**src/rtl/id_hazard_ctrl.sv**
```systemverilog
// Load-use hazard and branch-flush controller for the ID stage of the 5-stage pipeline.
// Optional stall/flush statistics counters are built only when HAZARD_STATS_EN is defined.
module id_hazard_ctrl #(
  parameter int STALL_CYCLES = 1,
  parameter int CNT_W        = 16
) (
  input  logic             clk_i,
  input  logic             rst_i,
  input  logic             start_i,
  input  logic [4:0]       id_rs1_i,
  input  logic [4:0]       id_rs2_i,
  input  logic             id_use_rs1_i,
  input  logic             id_use_rs2_i,
  input  logic             ex_memread_i,
  input  logic [4:0]       ex_rd_i,
  input  logic             branch_taken_i,
  output logic             noop_o,
  output logic             pc_write_o,
  output logic             ifid_write_o,
  output logic             ifid_flush_o,
  output logic [1:0]       state_o,
  output logic [CNT_W-1:0] stall_cnt_o,
  output logic [CNT_W-1:0] flush_cnt_o
);

  typedef enum logic [1:0] {
    S_IDLE  = 2'd0,
    S_RUN   = 2'd1,
    S_STALL = 2'd2
  } state_t;

  // Bubbles still owed after the detection cycle, which is itself the first bubble
  localparam logic [3:0] STALL_LOAD = 4'(STALL_CYCLES - 1);

  state_t     r_state;
  state_t     w_nextState;
  logic [3:0] r_downCnt;
  logic [3:0] w_nextDownCnt;
  logic       w_rs1Match;
  logic       w_rs2Match;
  logic       w_hazard;

  // A load into x0 never produces a value worth waiting for
  assign w_rs1Match = id_use_rs1_i & (id_rs1_i == ex_rd_i);
  assign w_rs2Match = id_use_rs2_i & (id_rs2_i == ex_rd_i);
  assign w_hazard   = ex_memread_i & (ex_rd_i != 5'd0) & (w_rs1Match | w_rs2Match);

  always_ff @(posedge clk_i or posedge rst_i) begin
    if (rst_i) begin
      r_state   <= S_IDLE;
      r_downCnt <= 4'd0;
    end else begin
      r_state   <= w_nextState;
      r_downCnt <= w_nextDownCnt;
    end
  end

  // Bubble outputs are the default; only a hazard-free RUN cycle lets the pipeline advance
  always_comb begin
    w_nextState   = r_state;
    w_nextDownCnt = r_downCnt;
    noop_o        = 1'b1;
    pc_write_o    = 1'b0;
    ifid_write_o  = 1'b0;
    ifid_flush_o  = 1'b0;
    if (!start_i) begin
      w_nextState   = S_IDLE;
      w_nextDownCnt = 4'd0;
    end else begin
      case (r_state)
        S_IDLE: begin
          w_nextState = S_RUN;
        end
        S_RUN: begin
          if (w_hazard) begin
            if (STALL_CYCLES > 1) begin
              w_nextState   = S_STALL;
              w_nextDownCnt = STALL_LOAD;
            end
          end else begin
            noop_o       = 1'b0;
            pc_write_o   = 1'b1;
            ifid_write_o = 1'b1;
            ifid_flush_o = branch_taken_i;
          end
        end
        S_STALL: begin
          if (r_downCnt <= 4'd1) begin
            w_nextState   = S_RUN;
            w_nextDownCnt = 4'd0;
          end else begin
            w_nextDownCnt = r_downCnt - 4'd1;
          end
        end
        default: begin
          w_nextState   = S_IDLE;
          w_nextDownCnt = 4'd0;
        end
      endcase
    end
  end

  assign state_o = r_state;

`ifdef HAZARD_STATS_EN
  logic [CNT_W-1:0] r_stallCnt;
  logic [CNT_W-1:0] r_flushCnt;
  logic             w_stallEvent;

  assign w_stallEvent = ((r_state == S_RUN) || (r_state == S_STALL)) && noop_o;

  // Both counters saturate rather than wrap so long runs never under-report
  always_ff @(posedge clk_i or posedge rst_i) begin
    if (rst_i) begin
      r_stallCnt <= '0;
      r_flushCnt <= '0;
    end else begin
      if (w_stallEvent && (r_stallCnt != '1)) begin
        r_stallCnt <= r_stallCnt + CNT_W'(1);
      end
      if (ifid_flush_o && (r_flushCnt != '1)) begin
        r_flushCnt <= r_flushCnt + CNT_W'(1);
      end
    end
  end

  assign stall_cnt_o = r_stallCnt;
  assign flush_cnt_o = r_flushCnt;
`else
  assign stall_cnt_o = '0;
  assign flush_cnt_o = '0;
`endif

endmodule

```
**config.mk**
```make
export PLATFORM = sky130hd
export DESIGN_NAME = id_hazard_ctrl
export DESIGN_NICKNAME = d
export VERILOG_FILES = /design/src/rtl/id_hazard_ctrl.sv
export SDC_FILE = /design/constraint.sdc
export NUM_CORES = 1
export LEC_CHECK = 0
export ABC_CLOCK_PERIOD_IN_PS = 2100
export CORE_MARGIN = 2
export CORE_UTILIZATION = 26
export DETAILED_ROUTE_END_ITERATION = 12
export PLACE_DENSITY = 0.85
export SYNTH_ARGS = -nofsm -noshare
export SYNTH_HDL_FRONTEND = slang
export SYNTH_SLANG_ARGS = --single-unit
```
**constraint.sdc**
```tcl
create_clock -name clk_i -period 2.1 [get_ports clk_i]
set_input_delay 0.315 -clock clk_i [delete_from_list [all_inputs] [get_ports clk_i]]
set_output_delay 0.315 -clock clk_i [all_outputs]
set_load 0.005 [all_outputs]
```
==> results_dict.tcl <==
set metrics [dict create \
    drc 0 \
    cpLargestDelayFamily "buffers and inverters" \
    p_sw_share_pct 34.9 \
    timing.final.crit_period_ps 2020 \
    stdcell_count 104 \
    seq_area_frac_synth_pct 5.60 \
    power.switching_uw 42.6 \
    first_iter_violations 0 \
    finalHoldViolations 0 \
    floorplan.initialDensity_pct 28.7 \
    post-place-ws_ps -460 \
    power.static_leakage_uw 0.000303 \
    netlist_area_um2 447 \
    io-pin-count 60 \
    grt_max_degree 4 \
    cts_hold_buf 0 \
    cap_violations 0 \
    power_frac_seq_pct 17.5 \
    ys_ff_latch 1 \
    worstPathRequired_ps 1780 \
    clk_pin_slew_worst_paths_ps 0 \
    crit_chain "dlygate4sd2_1 > or4_1 > o21a_1 > buf_4 > a21oi_2 > buf_2" \
    ys_types 14 \
    clkPwrFrac_pct 0 \
    gr-total-overflow 0 \
    post-route-period-util_pct 96.3 \
    path_buf_inv 3 \
    slew_viol_final 0 \
    p_comb_share_pct 82.5 \
    core_um2 1560 \
    powerDensity_nw_per_um2 198 \
    n_antenna_cell 0 \
    num-nets-final 112 \
    grt_pass1_vias 328 \
    place_inst 102 \
    rsz0062_at_grt "false" \
    antenna_found_initial 0 \
    area_growth_pct 37.8 \
    dp_hpwl_um 900 \
    cp_max_fo 3 \
    vias 366 \
    die_area_um2 2070 \
    die_height_um 45.5 \
    die_x_um 45.5 \
    status "finished, final reports clean" \
    start_kind "input pin" \
    antenna_left 0 \
    routedWlPerCell_um 8.88 \
    viasPerCell 3.52 \
    gp_congestion 0.819 \
    synthesis.instances 60 \
    grt_pass1_wl_um 1310 \
    syn_area_per_cell_um2 7.44 \
    drive_above_1_share_pct 11.4 \
    path_class "in2out" \
    grt_use_total_pct 8.21 \
    finalSetupViolCount 0 \
    cp.arrival_ps 1710 \
    synth_top_cell_by_area "buf_4" \
    max_stage_delay_ps 520 \
    peakVddDrop_mv 0.145 \
    synth.top_cells.by_area "buf_4 57%, xnor2_1 20%, dfrtp_1 5.6%" \
    numPortBuffers 26 \
    yosysTopAreaCellShare_pct 57.1 \
    dr.pass1.iters 1 \
    holdCritPathClass "in2async" \
    intPower_uw 79.4 \
    layout_setup_ws_ps 76.7 \
    largest_register_ffs 1 \
    final.hold.worst_slack_ps 456 \
    yosys_warnings 0 \
    std_cell_rows 14 \
    slowest_stage "or4_1" \
    cp-end-kind "output port" \
    drt_wl_total_um 923 \
    max_freq_mhz 494 \
]
metal layers:
| metal | up-vias | wire length, µm | global-route usage, % |
|---|---|---|---|
| met5 | - | 0 | 0 |
| met4 | 0 | 0 | 0 |
| met3 | 0 | 53 | 0 |
| met2 | 23 | 596 | 19.2 |
| met1 | 163 | 274 | 7.89 |
| li1 | 180 | - | - |
final timing paths:
check	start	endpoint	slack, ps	cells past startpoint
worst min-delay path	rst_i	state_o[0]$_DFFE_PP0P_	460	2
max in group asynchronous	rst_i	state_o[0]$_DFFE_PP0P_	1550	2
min in group clk_i	start_i	state_o[0]$_DFFE_PP0P_	820	1
worst max-delay path	ex_rd_i[0]	pc_write_o	80	6
placed cells by master (no fill, tap or decap):
master           synthesis  layout
a21o_1                   1       1
a21oi_2                  0       1
dlygate4sd2_1            0       4
buf_4                   34       5
conb_1                   1      33
nand4_1                  2       2
o21a_1                   1       1
or4_1                    1       1
clkdlybuf4s50_1          0      18
nand2_1                  3       3
nand3_1                  1       1
clkdlybuf4s15_1          0       1
o22ai_2                  0       1
xnor2_1                 10      10
inv_1                    1       1
a21oi_1                  2       1
buf_2                    0       3
dfrtp_1                  1       1
repair_timing:
action,in CTS,in global routing
endpoints found under the setup margin,4,2
resized for setup,20,0
pin swaps,4,2
hold endpoints to repair,0,0
cloned,0,0
buffers inserted,2,0
Yosys cell counts, drive strengths merged:
cell type and n:
buf 34, xnor2 10, nand2 3, a21oi 2, nand4 2, a21o 1
clkbuf 1, conb 1, dfrtp 1, inv 1, nand3 1, o21a 1
o22ai 1, or4 1
area by class of cell:
class / count / area [µm²]
inverter: 1 / 3.75
tap: 16 / 20.0
sequential: 1 / 25.0
multi-input combinational: 55 / 289
timing repair buffer: 31 / 278
fill: 162 / 943
power by group through the flow:
stage	Sequential [µW]	Clock [µW]	Combinational (µW)
floorplan	21.4	0	85.1
global placement	21.3	0	98.8
detailed placement	21.4	0	101
CTS	21.4	0	100
global route	21.4	0	112
finish	21.3	0	101
cell families (layout without fill, tap and decap cells):
group,count (synthesis),after routing,share of synthesized area (%)
other,1,33,0.840
AO/OA/AOI/OAI,5,5,7.01
XOR/XNOR,10,10,19.6
flip-flops,1,1,5.60
buffers and inverters,36,32,58.8
AND/OR/NAND/NOR,7,7,8.12
stage by stage:
| stage | util [%] | area [µm²] | power, µW | setup TNS [ps] |
|---|---|---|---|---|
| final | 39.5 | 616 | 122 | 0 |
| after detailed placement | 39.2 | 611 | 123 | -1680 |
| after floorplan | - | 567 | 106 | 0 |
| after global routing | 39.5 | 616 | 133 | 0 |
| after global placement | 39.2 | 611 | 120 | -1550 |
| after CTS | 39.5 | 616 | 121 | 0 |
No activity file was read; power rests on OpenSTA's default activity.
